[config.mk]
export PLATFORM = sky130hd
export DESIGN_NAME = uart_tx_arbiter
export DESIGN_NICKNAME = d
export VERILOG_FILES = /design/src/rtl/uart_tx_arbiter.sv
export SDC_FILE = /design/constraint.sdc
export NUM_CORES = 1
export LEC_CHECK = 0
export CORE_ASPECT_RATIO = 1.75
export CORE_MARGIN = 1
export CORE_UTILIZATION = 40
export CTS_BUF_LIST = sky130_fd_sc_hd__clkbuf_8
export DETAILED_ROUTE_END_ITERATION = 12
export GPL_TIMING_DRIVEN = 0
export PLACE_DENSITY = 0.79
export SYNTH_ARGS = -nofsm -noshare
export SYNTH_HDL_FRONTEND = slang
export SYNTH_SLANG_ARGS = --single-unit
export TNS_END_PERCENT = 100
[constraint.sdc]
create_clock -name clk -period 5.05 [get_ports clk]
set_clock_uncertainty 0.05 [all_clocks]
set_input_delay 1.2625 -clock clk [delete_from_list [all_inputs] [get_ports clk]]
set_output_delay 1.2625 -clock clk [all_outputs]
set_load 0.01 [all_outputs]
[src/rtl/uart_tx_arbiter.sv]
// Round-robin arbiter that shares one UART transmitter among N byte producers.
// One frame is in flight at a time; the pointer moves past the owner once busy falls.
module uart_tx_arbiter #(
  parameter int N     = 4,
  parameter int IDX_W = $clog2(N)
) (
  input  logic             clk,
  input  logic             reset,
  input  logic [N-1:0]     req,
  input  logic [8*N-1:0]   req_data,
  output logic [N-1:0]     grant,
  output logic             tx_send_req,
  output logic [7:0]       tx_data,
  input  logic             tx_busy,
  output logic [IDX_W-1:0] owner,
  output logic             idle
);

  typedef enum logic [1:0] {IDLE, ISSUE, WAIT_DONE} state_t;

  state_t           r_state, w_nextState;
  logic [N-1:0]     r_grant, w_nextGrant;
  logic             r_sendReq, w_nextSendReq;
  logic [7:0]       r_txData, w_nextTxData;
  logic [IDX_W-1:0] r_owner, w_nextOwner;
  logic [IDX_W-1:0] r_rrPtr, w_nextRrPtr;
  logic [IDX_W:0]   w_sum;
  logic [IDX_W-1:0] w_cand;
  logic [IDX_W-1:0] w_winner;
  logic             w_found;

  // Scan upward from the rotating pointer, wrapping modulo N; the first set request wins.
  always_comb begin
    w_found  = 1'b0;
    w_winner = '0;
    w_sum    = '0;
    w_cand   = '0;
    for (int k = 0; k < N; k++) begin
      w_sum = {1'b0, r_rrPtr} + (IDX_W+1)'(k);
      if (w_sum >= (IDX_W+1)'(N)) begin
        w_sum = w_sum - (IDX_W+1)'(N);
      end
      w_cand = w_sum[IDX_W-1:0];
      if (!w_found && req[w_cand]) begin
        w_found  = 1'b1;
        w_winner = w_cand;
      end
    end
  end

  always_comb begin
    w_nextState   = r_state;
    w_nextGrant   = '0;
    w_nextSendReq = r_sendReq;
    w_nextTxData  = r_txData;
    w_nextOwner   = r_owner;
    w_nextRrPtr   = r_rrPtr;
    case (r_state)
      IDLE: begin
        if (w_found) begin
          w_nextState           = ISSUE;
          w_nextGrant[w_winner] = 1'b1;
          w_nextSendReq         = 1'b1;
          w_nextTxData          = req_data[{w_winner, 3'b000} +: 8];
          w_nextOwner           = w_winner;
        end
      end
      ISSUE: begin
        if (tx_busy) begin
          w_nextState   = WAIT_DONE;
          w_nextSendReq = 1'b0;
        end
      end
      WAIT_DONE: begin
        // Pointer only advances once the frame is fully done, so a reset mid-frame restarts at 0.
        if (!tx_busy) begin
          w_nextState = IDLE;
          w_nextRrPtr = (int'(r_owner) == N - 1) ? '0 : r_owner + 1'b1;
        end
      end
      default: w_nextState = IDLE;
    endcase
  end

  always_ff @(posedge clk or posedge reset) begin
    if (reset) begin
      r_state   <= IDLE;
      r_grant   <= '0;
      r_sendReq <= 1'b0;
      r_txData  <= 8'h00;
      r_owner   <= '0;
      r_rrPtr   <= '0;
    end else begin
      r_state   <= w_nextState;
      r_grant   <= w_nextGrant;
      r_sendReq <= w_nextSendReq;
      r_txData  <= w_nextTxData;
      r_owner   <= w_nextOwner;
      r_rrPtr   <= w_nextRrPtr;
    end
  end

  assign grant       = r_grant;
  assign tx_send_req = r_sendReq;
  assign tx_data     = r_txData;
  assign owner       = r_owner;
  assign idle        = (r_state == IDLE);

endmodule
After elaboration in Yosys (flattened, before gate mapping)
Index checks and enable logic that the tools add are counted.

$add $sub $neg: 8. Order comparisons: 10. Equality and inequality tests: 6. Shifts and indexed selects: 1. Mux-type cells: 32. Bitwise gates (word level): 1. Reductions and logical operators: 13.

Operator list (number): $shiftx A32 B6 Y8 (1); $mux W2 (12); $lt A2 B3 Y1 const B (5); $mux W1 (11); $ge A3 B3 Y1 const B (3); $bmux W1 S2 (4); $mux W4 (2); $sub A2 B1 Y2 const B (4); $add A2 B2 Y3 const B (2); $pmux W2 S3 (1); $reduce_and A3 Y1 (2); $eq A2 B1 Y1 const B (2); $logic_and A1 B1 Y1 (4); $ne A2 B2 Y1 const B (2); $reduce_and A2 Y1 (2); $add A2 B1 Y3 const B (1); $ge A2 B3 Y1 const B (1); $logic_not A1 Y1 (3); $add A2 B1 Y2 const B (1); $demux W1 S2 (1); $eq A2 B2 Y1 const B (1); $ge A2 B1 Y1 const B (1); $logic_not A2 Y1 (1); $ne A2 B1 Y1 const B (1); 3 further kinds (3).

Bits in registers: 19. Bits of input ports: 39. Output and inout port bits: 16.

Depth between registers and ports, before layout
Gate-level depths: netlist (run 1).

Word-level depth: 20. Depth in mapped cells: 6. Gate-level depth less buffers: 5.

Worst setup path before layout (run 1)
Ideal clock, no wire load.

Kind: input-to-reg. Start point: input req[3]. End point: register r_txData[0] (netlist: tx_data[0]). Arrival time: 2277 ps. Required time: 4861 ps. Slack: 2584 ps. Stages: 6. Buffers on the path: 1. Path through: o21ai_0 > a221oi_4 > nor2_8 > buf_8 > mux2i_1 > o221ai_1.

Cells in the longest elaborated chain, start to end: 13. Elaborated cells on any way between the ends: 24. Classes of those cells: 1 x shift; 16 x mux; 7 x reduce/logical.

Ends and longest elaborated chain: start: declaration (line 9) `input logic [N-1:0] req,`; $bmux W1 S2 (line 44) `if (!w_found && req[w_cand]) begin`; $mux W1 (not written as such) (line 44); $mux W1 (line 44); $logic_not A1 Y1 (line 44); $logic_and A1 B1 Y1 (line 44); $mux W1 (line 44); $logic_not A1 Y1 (line 44); $logic_and A1 B1 Y1 (line 44); $mux W1 (line 44); $logic_not A1 Y1 (line 44); $logic_and A1 B1 Y1 (line 44); $mux W2 / $mux W1 (equally long branches) (line 44); $shiftx A32 B6 Y8 / $reduce_and A2 Y1 (equally long branches); end signal: assignment (line 97) `r_txData <= w_nextTxData;`; end: declaration (line 24) `logic [7:0] r_txData, w_nextTxData;`.

Several ways; a longest one is shown, not always the timed one. The select of a mux whose other input is x is not followed. A chain may end at the register's enable or synchronous reset.

Worst setup path in the final report (run 1)
Start point: input req[0]. End point: register r_txData[3] (netlist: tx_data[3]).

Same word-level chain as after synthesis.

==> out/qor.txt, run 1 <==
global-route wire length before repair - 4.38 mm
vias in the first global route - 1089
Total Wirelength - 2.69 mm
die area - 0.00289 mm2
Hold Path Class - reg -> reg
post-route minimum period - 2.94 ns
measured slew at the worst slew-check pin - 0.733 ns
Worst VDD drop - 266 uV
share of the synthesized area in the top cell type - 0.444
I/O pin total - 55
number of routed nets with antenna violations - 0
wire length per cell - 14.5 um
ranking of synthesized cells by area - dfrtp_1, mux2i_1, o221ai_1
Mapped Area - 0.00107 mm2
hold buffers post-CTS - 0
leading area contributor after synthesis - dfrtp_1
root buffer selected by CTS - clkbuf_8
final setup margin - 2.11 ns
Synthesis Warnings - 0
placed cell count - 181
Mapped Avg Cell Area - 10.6 um2
syn_nets - 141
CTS resizes - 0
total gr overflow - 0
pre-CTS setup slack - 1.84 ns
WS Path Type - in -> reg
effective utilization at floorplan - 0.424
CP Data Arrival Time - 3.06 ns
H-Tree Depth - 1
DRC viols - 0
number of buffers created by CTS - 3
Util after Layout - 0.670
CTS max path bufs - 2
Layout Area Growth over Synthesis - 57.9%
final-stage net count - 200
Final Slew Violations - 0
Post-synth top flop - dfrtp_1
Clock Latency Late Sink - 0.26 ns
Unique masters post-synth - 27
Critical Path Fanout Max - 9
first-pass iteration count of the detailed router - 4
Total Routing Usage GR - 0.214
via count - 1009
post-route insts no fill - 185
DIE HEIGHT - 70.4 um
Buffers on Ports - 54
Die Wd - 41.1 um
post-synthesis sequential area ratio - 0.444
setup TNS - 0 ns
overall power - 854 uW
initial antenna violation count - 0
Leak - 0.000744 uW
dpl hpwl - 2.18 mm
clock sink count - 19
Slew HR - 0.511
CTS tree - yes
unrepaired setup endpoints after global routing - no
setup repair bufs after CTS - 0
setup violators final - 0
via/cell ratio - 5.45
max_cap viols - 0
CP Capture Type - register
Placer Congestion - 0.685
# rows - 24
final hold vios - 0
Ant. Diodes - 0
Post-Syn Instances - 101
clock-pin slew on the worst setup and hold paths - 0.07 ns
PwrDens - 506 mW/mm2
share of post-route cells with drive strength above 1 - 0.0755
largest net degree at the start of global routing - 20
Post-synth EDFFs - 0
first-iteration detailed-routing DRC count - 36
Worst Setup Start Kind - input pin
area of the core - 0.00252 mm2
flops & latches, synth - 19
Period Utilization, post-route - 0.582
Filler cells - 228
Max Fclk - 0.340 GHz
Worst EP required - 5.17 ns
status - finished clean
Post-synth ARST share - 1.00
## routing by layer
metal,vias up,part of all wire,routed length [um],track usage
met5,-,0,0,0
met4,0,0.017,46,0.0789
met3,6,0.048,128,0.0222
met2,40,0.56,1500,0.411
met1,472,0.38,1010,0.200
li1,491,-,-,-
## synth_stat cells (2+ instances only)
master and count:
dfrtp_1 19, mux2i_1 15, nand2_1 14, nor2_1 7, o221ai_1 7, o21ai_0 6, nor3_1 5, a21oi_1 4
inv_1 4, a221oi_4 2, nor3b_1 2
## flip-flops by register name, summed over array words and instances, names as in the netlist
signal / count
owner: 2
grant: 4
r_state: 2
r_rrPtr: 2
tx_send_req: 1
tx_data: 8
## cell usage in the layout (no fill, tap or decap), drive strengths merged
master         Yosys  final
nor3               5      5
o221ai             7      7
a211oi             1      1
mux2               1      1
xnor2              1      1
a21o               1      1
dfrtp             19     19
a21oi              4      4
nand2b             1      1
inv                5      5
o21bai             1      1
or4                1      1
buf                2      2
a221oi             2      2
nand2             14     14
o21ai              6      6
clkbuf             1      4
a311oi             1      1
nor3b              2      2
ha                 1      1
mux2i             15     15
nor2               8      8
clkinv             0      1
nor4b              1      1
clkdlybuf4s50      0     54
nor4               1      1
## path summary, 6_finish.rpt
path / endpoint / from / cells past startpoint / slack, ns
worst max-delay path: tx_data[3]$_DFFE_PP0P_ / req[0] / 5 / 2.11
worst min-delay path: tx_data[7]$_DFFE_PP0P_ / tx_data[7]$_DFFE_PP0P_ / 2 / 0.45
worst max register to register: tx_data[0]$_DFFE_PP0P_ / r_rrPtr[1]$_DFFE_PP0P_ / 6 / 3.26
worst min register to register: tx_data[7]$_DFFE_PP0P_ / tx_data[7]$_DFFE_PP0P_ / 2 / 0.45
max in group asynchronous: grant[3]$_DFF_PP0_ / reset / 2 / 3.11
min in group asynchronous: r_rrPtr[0]$_DFFE_PP0P_ / reset / 2 / 1.38
## critical path, cell delays in order
cell             delay [ns]
clkdlybuf4s50_1        0.64
nor4_1                 0.11
nor3_1                 0.41
nand2_1                0.36
o221ai_1               0.26
## cell type report
cell class | instances | area (um2) | share of cell area
buffer | 3 | 23.8 | 0.0141
clock buffer | 3 | 41.3 | 0.0244
clock inverter | 1 | 5.00 | 0.00296
inverter | 5 | 18.8 | 0.0111
multi-input combinational | 74 | 552 | 0.327
sequential | 19 | 475 | 0.281
tap | 26 | 32.5 | 0.0193
timing repair buffer | 54 | 541 | 0.320
## logic make-up (layout without fill, tap and decap cells)
family / count (synthesis) / after routing / synth area share
compound gates: 23 / 23 / 0.188
xor+xnor: 1 / 1 / 0.00819
fa+ha+maj: 1 / 1 / 0.0117
buf+inv: 8 / 66 / 0.0397
flops: 19 / 19 / 0.444
mux: 16 / 16 / 0.151
simple gates: 33 / 33 / 0.157
## where the power goes
part / switching (uW) / internal [uW]
logic: 235 / 251
registers: 42.2 / 221
clock network: 51.1 / 54.8
total: 328 / 526
## metrics by stage
stage / hold WS [ns] / instance area (um2)
finish: 0.451 / 1690
global route: 0.471 / 1690
CTS: 0.454 / 1690
detailed placement: 0.435 / 1640
global placement: 0.420 / 1640
floorplan: 0.456 / 1070
Power figures use the tool's default switching activity.
==> inputs of run 2 (changes only) <==
==> constraint.sdc (replaced) <==
create_clock -name clk -period 3.07 [get_ports clk]
set_clock_uncertainty 0.05 [all_clocks]
set_input_delay 0.7675 -clock clk [delete_from_list [all_inputs] [get_ports clk]]
set_output_delay 0.7675 -clock clk [all_outputs]
set_load 0.01 [all_outputs]
==> results of run 2 <==
The final DEF is identical to that of run 1. Status: finished clean.
Among the figures that moved: setup slack after placement 1.84 ns -> 0.351 ns; setup slack after layout 2.11 ns -> 0.624 ns; register-to-register setup slack 3.26 ns -> 1.28 ns; total power 854 uW -> 1410 uW; worst IR drop on VDD 266 uV -> 438 uV
==> inputs of run 3 (changes only) <==
--- a/config.mk
+++ b/config.mk
@@ -7,11 +7,11 @@
 export LEC_CHECK = 0
 export CORE_ASPECT_RATIO = 1.75
 export CORE_MARGIN = 1
-export CORE_UTILIZATION = 40
+export CORE_UTILIZATION = 37
 export CTS_BUF_LIST = sky130_fd_sc_hd__clkbuf_8
 export DETAILED_ROUTE_END_ITERATION = 12
 export GPL_TIMING_DRIVEN = 0
-export PLACE_DENSITY = 0.79
+export PLACE_DENSITY = 0.77
 export SYNTH_ARGS = -nofsm -noshare
 export SYNTH_HDL_FRONTEND = slang
 export SYNTH_SLANG_ARGS = --single-unit
==> constraint.sdc (replaced) <==
create_clock -name clk -period 2.1 [get_ports clk]
set_clock_uncertainty 0.05 [all_clocks]
set_input_delay 0.525 -clock clk [delete_from_list [all_inputs] [get_ports clk]]
set_output_delay 0.525 -clock clk [all_outputs]
set_load 0.01 [all_outputs]
==> run 3 against run 2 <==
Net effect: first-iteration DRC count shrank 19%; core utilization is 1.9 points lower; die area is 7.8% higher; register-to-register slack got worse by 0.92 ns; final area is 4.9% higher; clock power grew 47%; wire length rose by 7.0%; power is 54% higher; clock-buffer cell count is the same; sequential share of layout area down 1.3 points; non-clock buffer count is 5 higher; cell count increased by 3.2%; critical endpoint is now idle.
==> out/qor.txt, run 3 (synthesis results as in run 1) <==
status - finished clean
first-pass iteration count of the detailed router - 4 (unchanged)
GRT met1 Usage - 0.225 (+0.0256)
fin area - 0.00177 mm2 (+4.9%)
Ant. Diodes - 0 (unchanged)
post-route insts no fill - 191 (+3.2%)
DRC viols - 0 (unchanged)
Die Wd - 42.6 um (+3.8%)
final setup margin - 0.111 ns
FF-to-FF path depth - 7 (+1)
Leak - 0.000804 uW (+8.1%)
Worst Min Path Start - tx_data[7]$_DFFE_PP0P_
Layout Area Growth over Synthesis - 65.6%
Worst EP required - 1.52 ns
met3 usage - 0.0322 (+0.00996)
first-iteration detailed-routing DRC count - 29 (-19%)
GRT met2 Usage - 0.396 (-0.0158)
max reg flops - 8 (unchanged)
max_cap viols - 0 (unchanged)
final hold vios - 0 (unchanged)
Placer Congestion - 0.792 (+16%)
reg2reg start - r_rrPtr[1]$_DFFE_PP0P_
clock sink count - 19 (unchanged)
Hold Path Class - reg -> reg
Critical Path Fanout Max - 7 (-2)
unrepaired setup endpoints after global routing - no
Slew HR - 0.506 (-0.00526)
setup TNS - 0 ns (unchanged)
initial antenna violation count - 0 (unchanged)
highest-count cells in the layout ignoring fill and taps - clkdlybuf4s50_1, dfrtp_1, mux2i_1, nand2_1, o221ai_1
share of post-route cells with drive strength above 1 - 0.140 (+0.0648)
setup violators final - 0 (unchanged)
most common cell after layout, fill and taps aside - clkdlybuf4s50_1
Final Slew Violations - 0 (unchanged)
global-route wire length before repair - 5.02 mm (+15%)
total gr overflow - 0 (unchanged)
hold path endpoint - tx_data[7]$_DFFE_PP0P_
# rows - 25 (+4.2%)
Multi-input gate area - 576 um2 (+4.3%)
CP Data Arrival Time - 1.41 ns
root buffer selected by CTS - clkbuf_8
final-stage net count - 205 (+2.5%)
Total Wirelength - 2.88 mm (+7.0%)
Max Fclk - 0.503 GHz
clock-pin slew on the worst setup and hold paths - 0.07 ns (about the same)
RR Endpoint - tx_data[5]$_DFFE_PP0P_
wire length per cell - 15.1 um (+3.7%)
number of routed nets with antenna violations - 0 (unchanged)
measured slew at the worst slew-check pin - 0.740 ns (+0.00788 ns)
PwrDens - 1220 mW/mm2
via/cell ratio - 5.50 (+0.79%)
vias in the first global route - 1194 (+9.6%)
placed cell count - 182 (+0.55%)
Buffers on Ports - 54 (unchanged)
Most Crowded Layer GR - met2
H-Tree Depth - 1 (unchanged)
area of the core - 0.00272 mm2 (+7.9%)
die area - 0.00312 mm2 (+7.8%)
WHS Path Cells - 2 (unchanged)
via count - 1050 (+4.1%)
Period Utilization, post-route - 0.947
Clock Latency Late Sink - 0.26 ns (about the same)
pre-CTS setup slack - -0.381 ns
Worst Setup Start Kind - register
WS Path Type - reg -> out
CP Capture Type - output port
Filler cells - 249 (+9.2%)
CTS tree - yes
largest net degree at the start of global routing - 20 (unchanged)
effective utilization at floorplan - 0.393 (-0.0310)
DIE HEIGHT - 73.1 um (+3.9%)
dpl hpwl - 2.20 mm (+0.65%)
overall power - 2170 uW
post-route minimum period - 1.99 ns
Worst VDD drop - 828 uV
setup slack, reg-to-reg - 0.36 ns
Total Routing Usage GR - 0.210 (-0.00452)
I/O pin total - 55 (unchanged)
number of buffers created by CTS - 3 (unchanged)
CTS max path bufs - 2 (unchanged)
sequential cell area - 475 um2 (unchanged)
Post-DP Area - 0.00164 mm2 (about the same)
[run 3: cell count changes in the layout (fill, tap and decap cells not counted), moves of 2 or more]
cell | before | now
buf_4 | 0 | 6
clkdlybuf4s50_1 | 54 | 50
dlygate4sd2_1 | 0 | 2
dlymetal6s2s_1 | 0 | 2
[run 3: area by class of cell]
cell class | instances | share of cell area
clock buffers | 3 | 0.0233
multi-input cells | 74 | 0.325
flip-flops and latches | 19 | 0.268
well taps | 27 | 0.0191
repair buffers | 60 | 0.339
clock inverters | 1 | 0.00212
inverters | 5 | 0.0106
plain buffers | 2 | 0.0127
[run 3: what timing repair did]
action / in CTS / in global routing
setup buffers: 6 / 0
endpoints found under the setup margin: 11 / 14
resized for setup: 7 / 5
hold buffers: 0 / 0
pin swaps: 3 / 0
[run 3: per-stage QoR]
step / utilization / hold slack, ns
global route: 0.651 / 0.471
floorplan: - / 0.426
detailed placement: 0.604 / 0.434
finish: 0.651 / 0.455
CTS: 0.646 / 0.456
global placement: 0.604 / 0.426
[run 3: where the power goes]
part           leakage (uW)  switching [uW]  internal [uW]  total [uW]
registers          0.000237             134            532         665
logic              0.000540             568            679        1250
clock network     0.0000269             125            130         255
total              0.000804             827           1340        2170
[run 3: worst max-delay path, stage by stage, from the launching register on]
cell	delay, ns
dfrtp_1	0.46
nor2_2	0.15
clkdlybuf4s50_1	0.54
[run 3: routing by layer]
metal  up-vias  routed length (um)
li1        498                   -
met4         0                  57
met1       498                1030
met3         5                 169
met2        49                1620
met5         -                   0
[run 3: how the worst max path moves through the flow]
stage / start / endpoint / slack, ns / cells after the start
floorplan: req[3] / tx_data[0]$_DFFE_PP0P_ / 0.37 / 6
global placement: req[1] / tx_data[1]$_DFFE_PP0P_ / -0.35 / 7
detailed placement: req[1] / tx_data[3]$_DFFE_PP0P_ / -0.38 / 7
CTS: r_state[0]$_DFFE_PP0P_ / idle / -0.0005 / 3
global route: r_state[1]$_DFFE_PP0P_ / idle / 0.05 / 2
finish: r_state[1]$_DFFE_PP0P_ / idle / 0.11 / 2
